### src/rtl/alu_seq.sv
// alu_seq: registered, handshaked ALU with iterative multiply and optional
// iterative divide. Define ALU_DIV_EN to build the restoring divider for
// opcodes 14/15; otherwise those opcodes complete in one cycle with ERR set.
module alu_seq #(
  parameter int unsigned WIDTH = 8
) (
  input  logic             CLK,
  input  logic             RST,
  input  logic             IN_VALID,
  output logic             IN_READY,
  input  logic [WIDTH-1:0] A,
  input  logic [WIDTH-1:0] B,
  input  logic [3:0]       ALU_SEL,
  output logic             OUT_VALID,
  input  logic             OUT_READY,
  output logic [WIDTH-1:0] ALU_RES,
  output logic [3:0]       FLAGS,
  output logic             ERR
);

  localparam int unsigned LG = $clog2(WIDTH);
  localparam int unsigned CW = LG + 1;

  typedef enum logic [1:0] {IDLE, BUSY, DONE} state_t;

  typedef enum logic [3:0] {
    OP_ADD  = 4'd0,
    OP_SUB  = 4'd1,
    OP_MUL  = 4'd2,
    OP_AND  = 4'd3,
    OP_OR   = 4'd4,
    OP_XOR  = 4'd5,
    OP_NAND = 4'd6,
    OP_NOR  = 4'd7,
    OP_XNOR = 4'd8,
    OP_SHR  = 4'd9,
    OP_SHL  = 4'd10,
    OP_ASR  = 4'd11,
    OP_ROR  = 4'd12,
    OP_ROL  = 4'd13,
    OP_DIV  = 4'd14,
    OP_REM  = 4'd15
  } op_t;

  state_t state, state_n;
  op_t    op;
  op_t    busy_op;
  logic   accept;
  logic   iter_op;
  logic   last_step;
  logic [CW-1:0] cnt;

  logic [WIDTH-1:0] res_q;
  logic [3:0]       flags_q;
  logic             err_q;

  assign op        = op_t'(ALU_SEL);
  assign IN_READY  = !RST && ((state == IDLE) || ((state == DONE) && OUT_READY));
  assign accept    = IN_VALID && IN_READY;
  assign OUT_VALID = (state == DONE);
  assign last_step = (cnt == CW'(1));
  assign ALU_RES   = res_q;
  assign FLAGS     = flags_q;
  assign ERR       = err_q;

`ifdef ALU_DIV_EN
  assign iter_op = (op == OP_MUL) || (op == OP_DIV) || (op == OP_REM);
`else
  assign iter_op = (op == OP_MUL);
`endif

  // ---------------------------------------------------------------------
  // Single-cycle datapath
  // ---------------------------------------------------------------------
  logic [LG-1:0]    amt, amt_m1, amt_neg;
  logic [WIDTH:0]   sum, diff;
  logic [WIDTH-1:0] sc_res;
  logic             sc_c, sc_v, sc_err;

  assign amt     = B[LG-1:0];
  assign amt_m1  = amt - LG'(1);
  assign amt_neg = '0 - amt;
  assign sum     = {1'b0, A} + {1'b0, B};
  assign diff    = {1'b0, A} - {1'b0, B};

  // Result, carry, overflow and error for opcodes finished at the accept edge.
  // Shift carries index A directly: bit amt-1 leaves on right shifts, bit
  // WIDTH-amt leaves on left shifts (amt_neg == WIDTH-amt when amt != 0).
  always_comb begin
    sc_res = '0;
    sc_c   = 1'b0;
    sc_v   = 1'b0;
    sc_err = 1'b0;
    case (op)
      OP_ADD: begin
        sc_res = sum[WIDTH-1:0];
        sc_c   = sum[WIDTH];
        sc_v   = (A[WIDTH-1] == B[WIDTH-1]) && (sum[WIDTH-1] != A[WIDTH-1]);
      end
      OP_SUB: begin
        sc_res = diff[WIDTH-1:0];
        sc_c   = diff[WIDTH];
        sc_v   = (A[WIDTH-1] != B[WIDTH-1]) && (diff[WIDTH-1] != A[WIDTH-1]);
      end
      OP_AND:  sc_res = A & B;
      OP_OR:   sc_res = A | B;
      OP_XOR:  sc_res = A ^ B;
      OP_NAND: sc_res = ~(A & B);
      OP_NOR:  sc_res = ~(A | B);
      OP_XNOR: sc_res = ~(A ^ B);
      OP_SHR: begin
        sc_res = A >> amt;
        sc_c   = (amt != '0) && A[amt_m1];
      end
      OP_SHL: begin
        sc_res = A << amt;
        sc_c   = (amt != '0) && A[amt_neg];
      end
      OP_ASR: begin
        sc_res = $signed(A) >>> amt;
        sc_c   = (amt != '0) && A[amt_m1];
      end
      OP_ROR: begin
        sc_res = (A >> amt) | (A << amt_neg);
        sc_c   = (amt != '0) && A[amt_m1];
      end
      OP_ROL: begin
        sc_res = (A << amt) | (A >> amt_neg);
        sc_c   = (amt != '0) && A[amt_neg];
      end
`ifndef ALU_DIV_EN
      OP_DIV, OP_REM: sc_err = 1'b1;
`endif
      default: ;
    endcase
  end

  // ---------------------------------------------------------------------
  // Iterative multiplier (shift-add)
  // ---------------------------------------------------------------------
  logic [2*WIDTH-1:0] mul_acc, mul_mc, mul_acc_n;
  logic [WIDTH-1:0]   mul_mp;

  assign mul_acc_n = mul_acc + (mul_mp[0] ? mul_mc : '0);

`ifdef ALU_DIV_EN
  // ---------------------------------------------------------------------
  // Iterative restoring divider; a zero divisor naturally yields an
  // all-ones quotient and a remainder equal to the dividend.
  // ---------------------------------------------------------------------
  logic [WIDTH-1:0] div_rem, div_quo, div_b;
  logic [WIDTH:0]   div_sh, div_sub;
  logic             div_ge;
  logic [WIDTH-1:0] div_rem_n, div_quo_n;

  assign div_sh    = {div_rem, div_quo[WIDTH-1]};
  assign div_ge    = (div_sh >= {1'b0, div_b});
  assign div_sub   = div_sh - {1'b0, div_b};
  assign div_rem_n = div_ge ? div_sub[WIDTH-1:0] : div_sh[WIDTH-1:0];
  assign div_quo_n = {div_quo[WIDTH-2:0], div_ge};
`endif

  logic [WIDTH-1:0] fin_res;
  logic             fin_c, fin_err;

  // Result of the final iterative step, registered on the BUSY->DONE edge.
  always_comb begin
    fin_res = mul_acc_n[WIDTH-1:0];
    fin_c   = |mul_acc_n[2*WIDTH-1:WIDTH];
    fin_err = 1'b0;
`ifdef ALU_DIV_EN
    if (busy_op == OP_DIV) begin
      fin_res = div_quo_n;
      fin_c   = 1'b0;
      fin_err = (div_b == '0);
    end else if (busy_op == OP_REM) begin
      fin_res = div_rem_n;
      fin_c   = 1'b0;
      fin_err = (div_b == '0);
    end
`endif
  end

  // ---------------------------------------------------------------------
  // Control FSM
  // ---------------------------------------------------------------------

  // State register.
  always_ff @(posedge CLK or posedge RST) begin
    if (RST) state <= IDLE;
    else     state <= state_n;
  end

  // Next-state decode.
  always_comb begin
    state_n = state;
    case (state)
      IDLE: if (accept) state_n = iter_op ? BUSY : DONE;
      BUSY: if (last_step) state_n = DONE;
      DONE: begin
        if (accept)         state_n = iter_op ? BUSY : DONE;
        else if (OUT_READY) state_n = IDLE;
      end
      default: state_n = IDLE;
    endcase
  end

  // Operand latch, iteration steps and result/flag registers.
  always_ff @(posedge CLK or posedge RST) begin
    if (RST) begin
      busy_op <= OP_ADD;
      cnt     <= '0;
      res_q   <= '0;
      flags_q <= '0;
      err_q   <= 1'b0;
      mul_acc <= '0;
      mul_mc  <= '0;
      mul_mp  <= '0;
`ifdef ALU_DIV_EN
      div_rem <= '0;
      div_quo <= '0;
      div_b   <= '0;
`endif
    end else if (accept) begin
      busy_op <= op;
      if (iter_op) begin
        cnt     <= CW'(WIDTH);
        mul_acc <= '0;
        mul_mc  <= {{WIDTH{1'b0}}, A};
        mul_mp  <= B;
`ifdef ALU_DIV_EN
        div_rem <= '0;
        div_quo <= A;
        div_b   <= B;
`endif
      end else begin
        res_q   <= sc_res;
        flags_q <= {sc_c, sc_v, sc_res[WIDTH-1], (sc_res == '0)};
        err_q   <= sc_err;
      end
    end else if (state == BUSY) begin
      cnt     <= cnt - CW'(1);
      mul_acc <= mul_acc_n;
      mul_mc  <= mul_mc << 1;
      mul_mp  <= mul_mp >> 1;
`ifdef ALU_DIV_EN
      div_rem <= div_rem_n;
      div_quo <= div_quo_n;
`endif
      if (last_step) begin
        res_q   <= fin_res;
        flags_q <= {fin_c, 1'b0, fin_res[WIDTH-1], (fin_res == '0)};
        err_q   <= fin_err;
      end
    end
  end

endmodule
### config.mk
export PLATFORM = sky130hd
export DESIGN_NAME = alu_seq
export DESIGN_NICKNAME = d
export VERILOG_FILES = /design/src/rtl/alu_seq.sv
export SDC_FILE = /design/constraint.sdc
export NUM_CORES = 1
export LEC_CHECK = 0
export ABC_AREA = 1
export CORE_ASPECT_RATIO = 0.8
export CORE_MARGIN = 2
export CORE_UTILIZATION = 49
export CTS_BUF_LIST = sky130_fd_sc_hd__clkbuf_4 sky130_fd_sc_hd__clkbuf_8 sky130_fd_sc_hd__clkbuf_16
export CTS_CLUSTER_DIAMETER = 40
export CTS_CLUSTER_SIZE = 28
export DETAILED_ROUTE_END_ITERATION = 8
export PLACE_DENSITY = 0.71
export SLEW_MARGIN = 20
export SYNTH_ARGS = -nofsm -noshare
export SYNTH_HDL_FRONTEND = slang
export SYNTH_SLANG_ARGS = --single-unit
### constraint.sdc
create_clock -name CLK -period 2.4 [get_ports CLK]
set_input_delay 0.48 -clock CLK [delete_from_list [all_inputs] [get_ports CLK]]
set_output_delay 0.48 -clock CLK [all_outputs]
set_load 0.03 [all_outputs]
# [Word-level counts from Yosys, hierarchy flattened]
# Cells that the tools add are included.
[word_totals] ff_bits=59 input_bits=24 output_inout_bits=15 wordCells=118
[classes] n_addsub=6 n_lt_le_gt_ge=2 n_eq_ne=27 shifts=5 muxes=39 bitwise_logic=8 reduce_logical=23
[ops] cell="2-to-1 mux 16 bit" count=7
[ops] cell="case mux 8 bit (13 select lines)" count=1
[ops] cell="2-to-1 mux 8 bit" count=7
[ops] cell="== test 4 bit, second input constant" count=8
[ops] cell="2-to-1 mux 4 bit" count=7
[ops] cell="inverter 8 bit" count=3
[ops] cell="bitwise OR 8 bit" count=3
[ops] cell="adder 16 bit" count=1
[ops] cell="== test 4 x 3 -> 1 bit, second input constant" count=4
[ops] cell="logical NOT 8 bit" count=2
[ops] cell="left shift 8 x 3 -> 8 bit" count=2
[ops] cell="right shift 8 x 3 -> 8 bit" count=2
[ops] cell="2-to-1 mux 2 bit" count=5
[ops] cell="adder 8 x 8 -> 9 bit" count=1
[ops] cell="subtractor 8 x 8 -> 9 bit" count=1
[ops] cell="bitwise AND 8 bit" count=1
[ops] cell="== test 4 x 1 -> 1 bit, second input constant" count=2
[ops] cell="== test 4 x 2 -> 1 bit, second input constant" count=2
[ops] cell="less-than comparator 3 x 4 -> 1 bit, second input constant" count=2
[ops] cell="OR reduction 8 bit" count=1
[ops] cell=">>> shifter 8 x 3 -> 8 bit" count=1
[ops] cell="XOR 8 bit" count=1
[ops] cell="logical AND 1 bit" count=7
[ops] cell="2-to-1 mux 1 bit" count=7
[ops] cell="24 further kinds" count=32

# [Depth between registers and ports, before layout]
[logic_depth] ltp_word=7 depth_mapped=19 ltp_nobuf=17

# [Worst setup path before layout]
# Ideal clock, no wire load.
[synth_path] kind="input -> register" startpoint="input B[2]" endpoint="register flags_q[0], in the netlist FLAGS[0]" t_arrival_ns=2.511 slack_ns=-0.189 cell_stages=18 n_path_buf=3 path_cell_list="buf_2 inv_2 clkbuf_1 ha_1 buf_4 inv_1 nand3b_1 nand2_1 nand2_1 nand2_1 nand2_1 nand3_1 nand3_1 nor2_1 nand2_1 nor2_1 nand3_1 a21oi_1"
[synth_between] elab_chain_cells=7 word_cells_on_any_way=20 cone_classes="3 x add/sub; 5 x shift; 3 x mux; 8 x bitwise; 1 x reduce/logical"
[synth_rtl] item="start: declaration" line="12" rtl="input logic [WIDTH-1:0] B,"
[synth_rtl] item="subtractor 1 x 3 -> 3 bit" line="82" rtl="assign amt_neg = '0 - amt;"
[synth_rtl] item="right shift 8 x 3 -> 8 bit or left shift 8 x 3 -> 8 bit (tied branches)" line="128, 124"
[synth_rtl] item="bitwise OR 8 bit (on tied branches)" line="128, 124"
[synth_rtl] item="case mux 8 bit (13 select lines) *" line="94" rtl="case (op)"
[synth_rtl] item="logical NOT 8 bit *" line="238" rtl="flags_q <= {sc_c, sc_v, sc_res[WIDTH-1], (sc_res == '0)};"
[synth_rtl] item="2-to-1 mux 4 bit *" line="226" rtl="if (iter_op) begin"
[synth_rtl] item="2-to-1 mux 4 bit *" line="224" rtl="end else if (accept) begin"
[synth_rtl] item="end signal: assignment" line="238"
[synth_rtl] item="end signal: assignment" line="252" rtl="flags_q <= {fin_c, 1'b0, fin_res[WIDTH-1], (fin_res == '0)};"
[synth_rtl] item="end: declaration" line="54" rtl="logic [3:0] flags_q;"
# Mark *: on every way between the ends. The rest lies on a longest branch, timed or not. The select of a mux whose other input is x is not followed.
# A chain may end at the register's enable or synchronous reset.

# [Worst setup path after layout]
[layout_path] startpoint="register mul_mp[0]" endpoint="register flags_q[3], in the netlist FLAGS[3]"
[layout_between] elab_chain_cells=6
[layout_rtl] item="start: declaration" line="142" rtl="logic [WIDTH-1:0] mul_mp;"
[layout_rtl] item="start signal: assignment" line="245" rtl="mul_mp <= mul_mp >> 1;"
[layout_rtl] item="2-to-1 mux 16 bit" line="144" rtl="assign mul_acc_n = mul_acc + (mul_mp[0] ? mul_mc : '0);"
[layout_rtl] item="adder 16 bit" line="144"
[layout_rtl] item="OR reduction 8 bit" line="169" rtl="fin_c = |mul_acc_n[2*WIDTH-1:WIDTH];"
[layout_rtl] item="2-to-1 mux 4 bit" line="250" rtl="if (last_step) begin"
[layout_rtl] item="2-to-1 mux 4 bit" line="241" rtl="end else if (state == BUSY) begin"
[layout_rtl] item="2-to-1 mux 4 bit" line="224"
# Every way passes these cells. The select of a mux whose other input is x is not followed.

==> metrics <==
outcome finished with violations; violated checks setup timing; Worst-Margin Slew 0.527 ns; synth unique cells 39; CTS max path bufs 2; synthesized net count 1035; DRC 0; Syn Std Cell Area 5930 µm²; CTS buffer count 9; Core ar. 11600 µm²; remaining global-route overflow 0; Starting Density approximately 51%; number of global-route vias before repair 6737; CTS clk-pin slew, worst paths 0.05 ns; commonest non-fill, non-tap cell in the layout nand2_1; post-synthesis sequential area ratio 24.5%; fmax just under 400 MHz; Die Y-Extent 102 µm; WL final 23.7 mm; Reg2Reg Launch Point mul_mp[0]; post-route antenna net violation count 0; Startpoint Class register; initial drt markers 1037; # diodes 0; clock sinks 58; sequential cell area 1450 µm²; R2R cell count 15; Synth Instances 964; Setup CP Type register to register; Die W 127 µm; Clock Skews 0.00543 ns; CTS tree built; largest net degree at the start of global routing 31; final hold viol count 0; num ports 39; syn_area_per_cell 6.15 µm²; Tot Pwr 7.25 mW; final count of pins violating max slew 0; clk_lat worst skew 0.34 ns; area of the multi-input gates 4380 µm²; root buf cell clkbuf_16; RSZ-0062 raised after global routing yes; #FFs+latches synth between 50 and 60; first-pass GRT wire length between 30 and 40 mm; Initial DRT Pass Iterations 9; max cap viols 0; row cnt 35; Area Growth Syn to Fin 45.5%; CTS hold repair buffers 0; Total GRT Usage around 34%; antenna violations before repair 0; setup_tns -0.154 ns; crit end category register; via count 7596; min-delay worst type input pin to async pin; Worst Path Required 2.62 ns; gpl congestion 1.06; power density over the cells 841 nW/µm²; arrival time at the worst endpoint 2.75 ns; Worst R2R End FLAGS[3]; share of layout cells above drive strength 1 28.0%; DR WL/cell 18.0 µm; P_leak 4.58 nW; Max Fanout on Critical Path 4; final worst slack -0.137 ns; H-tree depth 3; die area roughly 13000 µm²; fillers 933; Peak VDD IR 659 µV; Placed Instance Area roughly 7600 µm²; R2R setup slack -0.14 ns; Slew HR 64.8%; hpwl dp 16.5 mm; Final Critical Period 2.54 ns; PortBufs 38; vias per inst slightly below 6; Final setup viols 2; Post-Layout Inst Area 8630 µm²; synth warn 0; Final nets 1232; most frequent cells in the layout nand2_1, buf_4, nand3_1; post-route clock period utilization 106%
-- worst max-delay path: stages, from the launching register on --
cell     delay, ns
dfrtp_1       0.41
buf_4         0.14
buf_4         0.14
nand2_1       0.07
inv_1         0.09
ha_4          0.31
nand2_1       0.13
o21ai_2       0.26
nand2_1       0.10
nand3_1       0.12
xor2_1        0.21
nand2_1       0.12
nor2_4        0.10
nand3_2       0.09
nand2_1       0.06
nand2_1       0.06
-- area by class of cell --
class / instances / share of cell area, %
clock inverters: 4 / 1.13
repair buffers: 215 / 20.5
well taps: 148 / 2.15
multi-input cells: 750 / 50.8
inverters: 127 / 5.63
flip-flops and latches: 58 / 16.8
clock buffers: 12 / 3.02
-- metal layers --
metal  vias to the layer above  share of wire, %  GRT usage, %
li1                       3550                 -             -
met1                      3490                44          50.3
met2                       481                43          51.1
met3                        75                11          7.85
met4                         0               2.9          9.30
met5                         -                 0             0
-- report_power, final --
part / switching [mW] / internal (mW) / total (mW)
clock network: 0.451 / 1.08 / 1.53
logic: 2.32 / 1.71 / 4.03
registers: 0.324 / 1.36 / 1.69
-- how the worst max path moves through the flow --
| stage | cells after the start | startpoint | end | slack, ns |
|---|---|---|---|---|
| 2_1_floorplan | 18 | B[2] | FLAGS[0] | 0.02 |
| 3_3_place_gp | 17 | A[0] | FLAGS[0] | -0.46 |
| 3_5_place_dp | 17 | A[0] | FLAGS[0] | -0.52 |
| 4_1_cts | 16 | mul_mp[0] | FLAGS[3] | 0.003 |
| 5_1_grt | 16 | mul_mp[0] | FLAGS[3] | -0.23 |
| 6_report | 15 | mul_mp[0] | FLAGS[3] | -0.14 |
-- state kept, by name, indices dropped and copies added (netlist names) --
register and count:
state 2, FLAGS 4, mul_mc 16, cnt 4
mul_mp 8, mul_acc 16, ALU_RES 7, ERR 1
-- what timing repair did --
item | 4_1_cts | 5_1_grt
resized for setup | 39 | 126
cloned | 0 | 1
buffers inserted | 4 | 16
pin swaps | 9 | 46
setup endpoints to repair | 7 | 9
-- per-stage QoR --
stage	util, %	setup WS (ns)	hold slack (ns)	cells
after floorplan	-	0.0213	0.449	964
after global placement	64.9	-0.465	0.464	1277
after detailed placement	64.9	-0.525	0.468	1277
after CTS	69.4	0.00286	0.482	1297
after global routing	74.1	-0.228	0.497	1314
final	74.1	-0.137	0.479	1314
-- logic make-up (layout without fill, tap and decap cells) --
group / Yosys count / after routing / synth area share (%)
xor gates and xnor gates: 14 / 14 / 2.07
and+or+nand+nor: 548 / 548 / 38.9
DFF: 58 / 58 / 24.5
buffers and inverters: 156 / 358 / 10.5
adders and majority gates: 47 / 47 / 10.3
AOI/OAI and AO/OA: 141 / 141 / 13.8
-- cell usage after synthesis, drive strengths merged --
library cell	count	area share (%)
a21oi	35	3.0
inv	127	8.0
o21ai	54	4.6
o21a	2	0.25
o21bai	3	0.38
nor2	88	5.8
a22o	1	0.15
buf	22	2.0
nor4	1	0.11
xor2	12	1.8
dfrtp	58	24
a22oi	12	1.5
clkbuf	7	0.44
ha	44	9.3
o22ai	14	1.6
nand3	123	10
o211ai	2	0.25
a31oi	11	1.2
a21o	4	0.51
xnor2	2	0.30
o221ai	1	0.15
o2111ai	1	0.15
nand3b	4	0.51
nand4	12	1.3
or2	4	0.42
nor3	10	0.84
nand2	303	19
and2	3	0.32
a32o	1	0.17
fa	3	1.0
(Power assumes the default switching activity.)
